## config.mk

```make
export PLATFORM = sky130hd
export DESIGN_NAME = cache_mem_arbiter
export DESIGN_NICKNAME = d
export VERILOG_FILES = /design/src/rtl/cache_mem_arbiter_pkg.sv /design/src/rtl/arb_streak_pick.sv /design/src/rtl/cache_mem_arbiter.sv
export SDC_FILE = /design/constraint.sdc
export NUM_CORES = 1
export LEC_CHECK = 0
export ABC_AREA = 0
export CORE_MARGIN = 5
export CORE_UTILIZATION = 40
export DETAILED_ROUTE_END_ITERATION = 6
export GPL_ROUTABILITY_DRIVEN = 0
export GPL_TIMING_DRIVEN = 0
export PLACE_DENSITY = 0.81
export SLEW_MARGIN = 20
export SYNTH_ARGS = -nofsm -noshare
export SYNTH_HDL_FRONTEND = slang
export SYNTH_SLANG_ARGS = --single-unit
```

## constraint.sdc

```tcl
create_clock -name clk -period 3.2 [get_ports clk]
set_input_delay 0.96 -clock clk [delete_from_list [all_inputs] [get_ports clk]]
set_output_delay 0.96 -clock clk [all_outputs]
set_load 0.05 [all_outputs]
```

## src/rtl/cache_mem_arbiter_pkg.sv

```systemverilog
// Shared definitions for the I/D cache memory arbiter: FSM state encoding,
// owner identifiers and the default geometry used by the cache controllers.
package cache_mem_arbiter_pkg;

    // Default widths and burst/fairness limits, shared with the cache controllers
    localparam int ADDR_W_DEF     = 16;
    localparam int DATA_W_DEF     = 16;
    localparam int BURST_LEN_DEF  = 4;   // one line = one word per bank, four banks
    localparam int MAX_STREAK_DEF = 4;

    // Arbiter FSM states
    typedef enum logic [1:0] {
        ST_IDLE  = 2'd0,   // nobody owns memory, arbitration happens here
        ST_ISSUE = 2'd1,   // strobe driven, waiting for memory to accept
        ST_WAIT  = 2'd2,   // accepted, waiting for mem_done
        ST_HOLD  = 2'd3    // owner keeps memory between locked accesses
    } arb_state_t;

    // Owner identifiers; also used as the index of the per-port output vectors
    localparam logic OWNER_I = 1'b0;
    localparam logic OWNER_D = 1'b1;

    // Width of a counter that must hold values 0..max_val inclusive
    function automatic int cnt_width(input int max_val);
        return (max_val < 2) ? 1 : $clog2(max_val + 1);
    endfunction

endpackage

```

## src/rtl/arb_streak_pick.sv

```systemverilog
// Winner select for the I/D arbiter. D has fixed priority, but after
// MAX_STREAK consecutive D grants made while I was waiting, I is forced.
module arb_streak_pick
    import cache_mem_arbiter_pkg::*;
#(
    parameter int MAX_STREAK = MAX_STREAK_DEF
) (
    input  logic clk,
    input  logic rst_n,
    input  logic i_req,
    input  logic d_req,
    input  logic in_idle,    // arbiter is in IDLE: a grant is made this cycle if any req
    output logic pick_d,     // 1 = D wins, 0 = I wins (meaningful when any_req)
    output logic any_req
);

    localparam int SW = cnt_width(MAX_STREAK);

    logic [SW-1:0] streak_reg;
    logic          at_max;

    assign at_max  = (streak_reg == SW'(MAX_STREAK));
    assign any_req = i_req || d_req;
    // D wins whenever it asks, except when I has been passed over MAX_STREAK times
    assign pick_d  = d_req && !(i_req && at_max);

    // Count D grants that were made over a waiting I; any I grant or an idle
    // cycle without i_req restarts the count.
    always_ff @(posedge clk or negedge rst_n) begin
        if (!rst_n) begin
            streak_reg <= '0;
        end else if (in_idle) begin
            if (!i_req) begin
                streak_reg <= '0;
            end else if (!pick_d) begin
                streak_reg <= '0;
            end else if (!at_max) begin
                streak_reg <= streak_reg + 1'b1;
            end
        end
    end

endmodule

```

## src/rtl/cache_mem_arbiter.sv

```systemverilog
// Arbiter sharing the banked main memory between the I-cache (port I) and the
// D-cache (port D). One access outstanding at a time; D has priority with a
// starvation guard for I; a lock lets the owner chain up to BURST_LEN accesses.
module cache_mem_arbiter
    import cache_mem_arbiter_pkg::*;
#(
    parameter int ADDR_W     = ADDR_W_DEF,
    parameter int DATA_W     = DATA_W_DEF,
    parameter int BURST_LEN  = BURST_LEN_DEF,
    parameter int MAX_STREAK = MAX_STREAK_DEF
) (
    input  logic              clk,
    input  logic              rst_n,
    // I-cache side
    input  logic              i_req,
    input  logic              i_wr,
    input  logic [ADDR_W-1:0] i_addr,
    input  logic [DATA_W-1:0] i_wdata,
    input  logic              i_lock,
    output logic              i_gnt,
    output logic              i_done,
    output logic [DATA_W-1:0] i_rdata,
    // D-cache side
    input  logic              d_req,
    input  logic              d_wr,
    input  logic [ADDR_W-1:0] d_addr,
    input  logic [DATA_W-1:0] d_wdata,
    input  logic              d_lock,
    output logic              d_gnt,
    output logic              d_done,
    output logic [DATA_W-1:0] d_rdata,
    // Main memory side
    output logic              mem_rd,
    output logic              mem_wr,
    output logic [ADDR_W-1:0] mem_addr,
    output logic [DATA_W-1:0] mem_wdata,
    input  logic              mem_stall,
    input  logic              mem_done,
    input  logic [DATA_W-1:0] mem_rdata
);

    localparam int BW = cnt_width(BURST_LEN);

    // Registered state
    arb_state_t        state_reg;
    logic              owner_reg;
    logic              wr_reg;
    logic [ADDR_W-1:0] addr_reg;
    logic [DATA_W-1:0] wdata_reg;
    logic [BW-1:0]     burst_cnt_reg;

    // Arbitration and request selection
    logic              pick_d;
    logic              any_req;
    logic              take_d;
    logic              sel_wr;
    logic [ADDR_W-1:0] sel_addr;
    logic [DATA_W-1:0] sel_wdata;
    logic              owner_req;
    logic              owner_lock;

    // Completion handling
    logic              issuing;
    logic              access_done;
    logic              chain;

    // Per-port outputs, indexed by OWNER_I / OWNER_D
    logic [1:0]        port_gnt;
    logic [1:0]        port_done;
    logic [DATA_W-1:0] port_rdata [2];

    arb_streak_pick #(
        .MAX_STREAK (MAX_STREAK)
    ) u_pick (
        .clk     (clk),
        .rst_n   (rst_n),
        .i_req   (i_req),
        .d_req   (d_req),
        .in_idle (state_reg == ST_IDLE),
        .pick_d  (pick_d),
        .any_req (any_req)
    );

    // Pick the side whose request fields get latched: the arbitration winner in
    // IDLE, otherwise the current owner (used for HOLD -> ISSUE re-latching).
    always_comb begin
        take_d     = (state_reg == ST_IDLE) ? pick_d : (owner_reg == OWNER_D);
        sel_wr     = take_d ? d_wr    : i_wr;
        sel_addr   = take_d ? d_addr  : i_addr;
        sel_wdata  = take_d ? d_wdata : i_wdata;
        owner_req  = (owner_reg == OWNER_D) ? d_req  : i_req;
        owner_lock = (owner_reg == OWNER_D) ? d_lock : i_lock;
    end

    assign issuing     = (state_reg == ST_ISSUE);
    // A done in the accepting ISSUE cycle covers zero-latency memory
    assign access_done = (issuing && !mem_stall && mem_done) ||
                         ((state_reg == ST_WAIT) && mem_done);
    // Stay with the owner only while it asks for it and the burst has room left
    assign chain       = owner_lock && ((int'(burst_cnt_reg) + 1) < BURST_LEN);

    // Main arbiter FSM with request latch and burst counter
    always_ff @(posedge clk or negedge rst_n) begin
        if (!rst_n) begin
            state_reg     <= ST_IDLE;
            owner_reg     <= OWNER_D;
            wr_reg        <= 1'b0;
            addr_reg      <= '0;
            wdata_reg     <= '0;
            burst_cnt_reg <= '0;
        end else begin
            case (state_reg)
                ST_IDLE: begin
                    if (any_req) begin
                        owner_reg <= pick_d ? OWNER_D : OWNER_I;
                        wr_reg    <= sel_wr;
                        addr_reg  <= sel_addr;
                        wdata_reg <= sel_wdata;
                        state_reg <= ST_ISSUE;
                    end
                end
                ST_ISSUE, ST_WAIT: begin
                    if (access_done) begin
                        if (chain) begin
                            burst_cnt_reg <= burst_cnt_reg + 1'b1;
                            state_reg     <= ST_HOLD;
                        end else begin
                            burst_cnt_reg <= '0;
                            state_reg     <= ST_IDLE;
                        end
                    end else if (issuing && !mem_stall) begin
                        state_reg <= ST_WAIT;
                    end
                end
                ST_HOLD: begin
                    if (owner_req) begin
                        wr_reg    <= sel_wr;
                        addr_reg  <= sel_addr;
                        wdata_reg <= sel_wdata;
                        state_reg <= ST_ISSUE;
                    end else if (!owner_lock) begin
                        burst_cnt_reg <= '0;
                        state_reg     <= ST_IDLE;
                    end
                end
                default: begin
                    state_reg <= ST_IDLE;
                end
            endcase
        end
    end

    // Memory strobes and address/data only while issuing; zero otherwise
    assign mem_rd    = issuing && !wr_reg;
    assign mem_wr    = issuing && wr_reg;
    assign mem_addr  = issuing ? addr_reg : '0;
    assign mem_wdata = (issuing && wr_reg) ? wdata_reg : '0;

    // Per-port grant/done/rdata: only the owner sees done and read data
    generate
        for (genvar gi = 0; gi < 2; gi++) begin : g_port
            assign port_gnt[gi]   = (state_reg != ST_IDLE) && (owner_reg == 1'(gi));
            assign port_done[gi]  = access_done && (owner_reg == 1'(gi));
            assign port_rdata[gi] = port_done[gi] ? mem_rdata : '0;
        end
    endgenerate

    assign i_gnt   = port_gnt[OWNER_I];
    assign i_done  = port_done[OWNER_I];
    assign i_rdata = port_rdata[OWNER_I];
    assign d_gnt   = port_gnt[OWNER_D];
    assign d_done  = port_done[OWNER_D];
    assign d_rdata = port_rdata[OWNER_D];

endmodule

```

==> metrics, run 1 <==
# DRC 0; Nets 524; first-pass GRT wire length 13.8 mm; Port Buf Inserts 158; number of flops mapped to enable cells by yosys 0; fillers 616; register area share after synthesis 34.3%; Int Pwr 2.61 mW; final period demand of the worst path 3130 ps; sequential share of power 20.2%; Util after Layout 64.2%; DRT iter0 DRCs 55; Die H 97.6 um; share of synthesized registers carrying an async set or reset 100%; CP required 2240 ps; leakage 2.40 nW; Pins Over Slew Limit 0; Slew @ Worst Pin 535 ps; Clk Tree Root Cell clkbuf_8; clock latency on the worst-skew pair 290 ps; switching share of power 45.1%; Post-Synthesis Cell Area 3070 um^2; count of state elements after synthesis 42; cell taking the most area after synthesis dfrtp_1; Max Cap Viol 0; drt pass-1 iters 4; synthesized area per cell 12.0 um^2; top-count cell post-synth mux2_4; main combinational cell family by area after synthesis multiplexers; CP Launch Type input pin; crit-path cells buf_2, and2b_2, o21a_4, and2b_2, buf_6, and2_4, buf_8; via count of the routed design 2599; top post-synthesis cells by count mux2_4 (58), dfrtp_1 (41), and2_1 (36), and3_1 (32), mux2_2 (9); Setup TNS Final 0 ps; fin crit share 97.8%; post-route ant nets 0; synth top area cells dfrtp_1 (33%), mux2_4 (28%), and2_1 (7.3%); Synth Area in Adders 2.86%; status finished clean; CTS Buf Count 5; diode count 0; hold_ws 501 ps; HP Class reg -> reg; slew margin rel. 64.2%; pin count of the biggest net entering global routing 23; PwrDens 973 nW/um^2; final WL 8.65 mm; clock sinks 42; combinational share of power 73.0%; synth warn 0; area delta synth->final 59.2%; DIE WIDTH 97.6 um; Initial Util 40.3%; grt total ovfl 0; final setup vio count 0; CP max-delay cell o21a_4; share of the synthesized area in the top cell type 33.5%; Primary FF master, synth dfrtp_1; share of cells above drive strength 1 36.3%; CTS clk-pin slew, worst paths 70 ps; Synthesized Nets 353; cell repeated most along the worst path and2b_2; Max Clk Rate 320 MHz; clock power share 6.8%; cell row count 32; Seq. cell area 1050 um^2; io pins 160; clk buf depth 2; gr usage total 17.7%; DPL Wire Length 6.98 mm; Routed wire per std cell 16.4 um; htree depth 2; max incr delay on CP 240 ps; crit path max fanout 5; crit end category output port; Synth Area in XOR/XNOR 0%; die area 9520 um^2; vias in the first global route 2799; routed vias/inst 4.91; skew final 10.4 ps; Final Hold Viols 0; Synth Area in Simple Gates 18.5%; final total power 4.75 mW; CTS tree yes; Critical Path AT 2170 ps; sw power 2.14 mW; footprint of the multi-input gates 1880 um^2; Mapped Cells 256; Crit Path Category in -> out; mux share of post-synthesis cell area 33.4%; library cells used by synthesis 42; Max VDD drop 547 uV; core footprint 7610 um^2; Synth Area in Compound Gates 5.30%; initial antenna violation count 0
cells by family after synthesis:
| family | Yosys count |
|---|---|
| compound gates | 18 |
| fa+ha+maj | 7 |
| buf+inv | 25 |
| flops | 42 |
| mux | 72 |
| simple gates | 92 |
critical path: cells and delay by family:
kind | cells | cell delay [ps]
buf+inv | 3 | 350
compound gates | 1 | 240
simple gates | 3 | 610
power by group through the flow:
stage	registers, mW	logic (mW)	clock network, mW
after detailed placement	0.958	3.54	0
final	0.958	3.47	0.323
after global placement	0.948	3.45	0
after global routing	0.993	3.68	0.353
after floorplan	0.905	2.67	0
after CTS	0.960	3.49	0.333
layout by cell type, fill, tap and decap left out, drive strengths merged, types with 2 or more instances in the layout:
master         instances
mux2i                  4
and2b                  3
nand2b                 2
buf                   44
mux2                  68
nand2                  6
and2                  36
dfrtp                 41
nor2b                  3
and3                  32
clkdlybuf4s15         23
clkinv                 2
inv                    7
dlygate4sd2           11
ha                     7
a21oi                  3
clkbuf                18
nor2                   4
o21ai                  3
nand3                  3
clkdlybuf4s50         90
o211ai                 2
metal layers:
layer  wire [um]  vias to the layer above  global-route usage, %
met2        4210                      141                   31.7
met5           0                        -                      0
li1            -                     1240                      -
met1        3420                     1206                   19.5
met3         911                       12                   6.82
met4         117                        0                   4.47
per-stage QoR:
stage	cells	worst slack (ps)	area, um^2
floorplan	256	-25.8	3080
global placement	516	-1080	4790
detailed placement	517	-1140	4810
CTS	529	1.33	4880
global route	529	-1.99	4880
finish	529	71.8	4880
final timing paths:
check | slack, ps | depth (start not counted) | start | endpoint
max | 70 | 7 | mem_stall | i_rdata[12]
max in group asynchronous | 1990 | 2 | rst_n | owner_reg
min in group asynchronous | 640 | 1 | rst_n | wdata_reg[3]
min | 500 | 1 | wdata_reg[10] | wdata_reg[10]
min reg2reg | 500 | 1 | wdata_reg[10] | wdata_reg[10]
max reg2reg | 980 | 7 | state_reg[0] | wdata_reg[4]
what timing repair did:
action,4_1_cts,5_1_grt
pin swaps,8,0
endpoints found under the hold margin,0,0
cloned,2,0
hold buffers,0,0
gates resized for setup,241,25
buffers inserted,3,0
endpoints found under the setup margin,65,60
area by class of cell:
type / count / share of cell area, %
Tap cell: 102 / 2.61
Timing Repair Buffer: 163 / 31.9
Clock inverter: 2 / 0.205
Sequential cell: 42 / 21.5
Inverter: 7 / 0.538
Buffer: 18 / 3.18
Multi-Input combinational cell: 190 / 38.6
Clock buffer: 5 / 1.41
Power figures use the tool's default switching activity.
==> run 2, diff against run 1 <==
--- a/config.mk
+++ b/config.mk
@@ -8,9 +8,9 @@
 export ABC_AREA = 0
 export CORE_MARGIN = 5
 export CORE_UTILIZATION = 40
+export CTS_BUF_LIST = sky130_fd_sc_hd__clkbuf_16
 export DETAILED_ROUTE_END_ITERATION = 6
 export GPL_ROUTABILITY_DRIVEN = 0
-export GPL_TIMING_DRIVEN = 0
 export PLACE_DENSITY = 0.81
 export SLEW_MARGIN = 20
 export SYNTH_ARGS = -nofsm -noshare
==> run 2 against run 1 <==
Net effect:
- clock power up 100%
- highest routed layer unchanged
- non-clock buffer count down 12
- worst hold slack worse by 10 ps
- critical path depth down 1
- sequential power up 2.6%
- register-to-register slack worse by 190 ps
==> metrics, run 2 (synthesis gave the netlist of run 1 again) <==
Clk Tree Root Cell clkbuf_16; final total power 5.56 mW; CP required 2240 ps; clock power share 11.6%; crit path to i_rdata[11]; diode count 0; CP Launch Type input pin; Critical Path AT 2120 ps; reg2reg path depth 7; area delta synth->final 84.3%; first-pass GRT wire length 14.8 mm; Int Pwr 3.33 mW; slew margin rel. 37.3%; Max Cap Viol 0; htree depth 2; CTS clk-pin slew, worst paths 60 ps; final setup vio count 0; crit end category output port; r2r startpoint state_reg[0]; # DRC 0; clock sinks 42; Util after Layout 74.3%; combinational share of power 70.7%; Pins Over Slew Limit 0; final WL 9.03 mm; Post CTS Setup Buffer Count 0; post-route ant nets 0; Initial Util 40.3%; pin count of the biggest net entering global routing 43; Final Hold Viols 0; clock latency on the worst-skew pair 280 ps; Nets 512; io pins 160; via count of the routed design 2541; DIE WIDTH 97.6 um; RSZ-0062 raised after global routing no; sequential share of power 17.7%; worst reg2reg path endpoint wdata_reg[4]; CTS Buf Count 5; commonest cells after routing, fill and taps aside clkdlybuf4s50_1 (87), buf_12 (70), mux2_4 (58); Routed wire per std cell 17.4 um; skew final 7.08 ps; fillers 490; FF-to-FF setup slack 790 ps; Crit Path Category in -> out; share of cells above drive strength 1 43.5%; final period demand of the worst path 3080 ps; Die H 97.6 um; DRT iter0 DRCs 101; die area 9520 um^2; commonest non-fill, non-tap cell in the layout clkdlybuf4s50_1; fin crit share 96.4%; sw power 2.23 mW; PwrDens 985 nW/um^2; Slew @ Worst Pin 940 ps; Setup TNS Final 0 ps; core footprint 7610 um^2; drt pass-1 iters 4; Max VDD drop 653 uV; vias in the first global route 2802; HP Class reg -> reg; CTS tree yes; clk buf depth 2; # hold bufs at CTS 0; cell row count 32; leakage 2.61 nW; Worst Setup SP mem_stall; hold depth 1; initial antenna violation count 0; routed vias/inst 4.91; switching share of power 40.1%; Max Clk Rate 324 MHz; gr usage total 19.1%; status finished clean; grt total ovfl 0; Port Buf Inserts 159; DPL Wire Length 7.13 mm; crit path max fanout 9
[run 2: per-layer routing]
layer  global-route usage, %  vias up  part of all wire [%]
met5                       0        -                     0
met2                    33.3      132                    49
met1                    21.6     1183                    39
met4                    3.73        0                  0.85
li1                        -     1218                     -
met3                    8.83        8                    11
[run 2: worst min-delay path by stage]
| stage | start | end | slack (ps) |
|---|---|---|---|
| 4_1_cts | wdata_reg[10] | wdata_reg[10] | 490 |
| 5_1_grt | addr_reg[12] | addr_reg[12] | 520 |
| 2_1_floorplan | wdata_reg[10] | wdata_reg[10] | 450 |
| 6_report | wdata_reg[10] | wdata_reg[10] | 490 |
| 3_5_place_dp | wdata_reg[10] | wdata_reg[10] | 480 |
| 3_3_place_gp | wdata_reg[10] | wdata_reg[10] | 460 |
[run 2: worst max-delay path, stage by stage]
cell and delay [ps]:
dlygate4sd2_1 190, and2b_1 180, o21a_2 230, and2b_4 200, and2_2 210, buf_12 150
[run 2: timing repair]
action	CTS	global route
gates resized for setup	13	3
pin swaps	7	0
gates cloned	1	0
endpoints found under the setup margin	34	10
[run 2: power groups by stage]
stage,sequential [mW],clock [mW],combinational (mW)
6_report,0.983,0.648,3.93
5_1_grt,1.02,0.680,4.16
4_1_cts,0.982,0.664,3.98
3_5_place_dp,0.979,0,3.95
3_3_place_gp,0.965,0,3.86
2_1_floorplan,0.905,0,2.67
[run 2: cell type report]
type                    count  area (um^2)  share of cell area (%)
clock buffers               5          125                    2.21
clock inverters             3         63.8                    1.13
inverters                   7         26.3                   0.465
multi-input cells         190         1880                    33.3
flip-flops and latches     42         1050                    18.6
well taps                 102          128                    2.26
repair buffers            169         2370                    42.0
[run 2: through the flow]
step           area [um^2]  std cells  worst slack [ps]  hold slack [ps]
2_1_floorplan         3080        256             -25.8              450
3_3_place_gp          5430        509              -226              462
3_5_place_dp          5430        509              -277              477
4_1_cts               5650        518              39.2              492
5_1_grt               5650        518              35.5              521
6_report              5650        518               116              491
==> run 3, diff against run 2 <==
==> constraint.sdc (replaced) <==
create_clock -name clk -period 3.14 [get_ports clk]
set_input_delay 0.942 -clock clk [delete_from_list [all_inputs] [get_ports clk]]
set_output_delay 0.942 -clock clk [all_outputs]
set_load 0.05 [all_outputs]
==> run 3 against run 2 <==
Net effect:
- first-iteration DRC count decreased by 58%
- sequential cell count stayed put
- worst hold slack better by 11 ps
- cell count grew 0.19%
- clock skew rose by 4.1 ps
- setup slack got worse by 38 ps
- non-clock buffer count increased by 1
- global-route usage down 0.25 points
- via count up 2.4%
- sequential power increased by 6%
- critical path type unchanged
==> metrics, run 3 (synthesis gave the netlist of run 1 again) <==
worst reg2reg path endpoint wdata_reg[10]; DIE WIDTH 97.6 um; CTS Buf Count 5; final period demand of the worst path 3060 ps; final total power 5.52 mW; pin count of the biggest net entering global routing 43; final WL 8.97 mm; routing usage on met1 20.7%; clk buf depth 2; crit-path cells dlygate4sd2_1, and2b_1, o21a_2, and2b_4, and2_2, buf_12; Clk Tree Root Cell clkbuf_16; Slew @ Worst Pin 939 ps; drt pass-1 iters 4; Pins Over Slew Limit 0; gr usage total 18.9%; max incr delay on CP 250 ps; # DRC 0; PwrDens 986 nW/um^2; Port Buf Inserts 159; Die H 97.6 um; met2 usage 33.1%; HP Class reg -> reg; Max Cap Viol 0; Nets 513; core footprint 7610 um^2; status finished clean; area delta synth->final 82.7%; slew margin rel. 37.4%; crit path max fanout 9; dpl ws -294 ps; fin crit share 97.5%; worst hold start burst_cnt_reg[2]; leakage 2.57 nW; CP Launch Type input pin; worst path buffer plus inverter count 2; r2r startpoint state_reg[0]; initial antenna violation count 0; CTS tree yes; Max Clk Rate 327 MHz; grt total ovfl 0; hold worst-path end burst_cnt_reg[2]; Max VDD drop 696 uV; Routed wire per std cell 17.3 um; Top Usage Layer GRT met2; RSZ-0062 raised after global routing no; commonest cells after routing, fill and taps aside clkdlybuf4s50_1 (87), buf_12 (70), mux2_4 (58); clock sinks 42; first-pass GRT wire length 14.6 mm; vias in the first global route 2824; clock latency on the worst-skew pair 280 ps; commonest non-fill, non-tap cell in the layout clkdlybuf4s50_1; final worst slack 78.2 ps; crit end category output port; CP max-delay cell o21a_2; io pins 160; FF-to-FF setup slack 900 ps; diode count 0; share of cells above drive strength 1 43.6%; final setup vio count 0; Final Hold Viols 0; CTS clk-pin slew, worst paths 50 ps; die area 9520 um^2; skew final 11.1 ps; Post CTS Setup Buffer Count 0; via count of the routed design 2603; cell row count 32; GRT met3 Usage 7.97%; CP top delay family simple AND/OR/NAND/NOR gates; post-route ant nets 0; Crit Path Category in -> out; routed vias/inst 5.02; reg2reg path depth 8; DPL Wire Length 7.26 mm; Initial Util 40.3%; hold depth 1; CP required 2200 ps; DRT iter0 DRCs 42; Critical Path AT 2120 ps; htree depth 2
run 3: power by group:
part | internal, mW | switching [mW] | total, mW
clock | 0.290 | 0.200 | 0.490
sequential | 0.821 | 0.215 | 1.04
combinational | 2.13 | 1.87 | 4.00
run 3: cell type report:
| class | count | area, um^2 |
|---|---|---|
| Inverter | 7 | 26.3 |
| Tap cell | 102 | 128 |
| Timing Repair Buffer | 170 | 2370 |
| Clock inverter | 3 | 16.3 |
| Clock buffer | 5 | 125 |
| Fill cell | 504 | 2000 |
| Multi-Input combinational cell | 190 | 1880 |
| Sequential cell | 42 | 1050 |
run 3: routing by layer:
| layer | wire [um] | vias to the layer above |
|---|---|---|
| met5 | 0 | - |
| met4 | 140 | 0 |
| met3 | 994 | 13 |
| met2 | 4470 | 138 |
| met1 | 3370 | 1232 |
| li1 | - | 1220 |
run 3: per-stage QoR:
step	utilization [%]	hold WS (ps)	area (um^2)	setup TNS (ps)	instances
4_1_cts	73.6	506	5600	0	519
5_1_grt	73.7	518	5600	0	519
3_5_place_dp	71.4	486	5430	-6610	510
6_report	73.7	502	5600	0	519
2_1_floorplan	-	450	3080	-448	256
3_3_place_gp	71.4	462	5430	-5740	510
run 3: worst max path at each step:
stage	start	to	slack, ps	cells after the start
floorplan	mem_stall	i_rdata[10]	-50	5
global placement	mem_stall	i_rdata[11]	-250	6
detailed placement	mem_stall	i_rdata[8]	-290	6
CTS	mem_stall	i_rdata[1]	10	6
global route	mem_stall	i_rdata[3]	7	6
finish	mem_stall	i_rdata[8]	80	6
run 3: repair_timing:
| action | 4_1_cts | 5_1_grt |
|---|---|---|
| gates resized for setup | 13 | 2 |
| pin swaps | 8 | 0 |
| hold buffers | 0 | 0 |
| setup endpoints to repair | 34 | 34 |
| cloned | 1 | 0 |
run 3: worst reg2reg max path: cells and delay by family, from the launching register on:
family | cells | cell delay, ps
multiplexers | 2 | 660
flip-flops | 1 | 390
AO/OA/AOI/OAI | 1 | 230
adder cells (fa/ha/maj) | 1 | 210
buffers and inverters | 3 | 570
AND/OR/NAND/NOR | 1 | 60
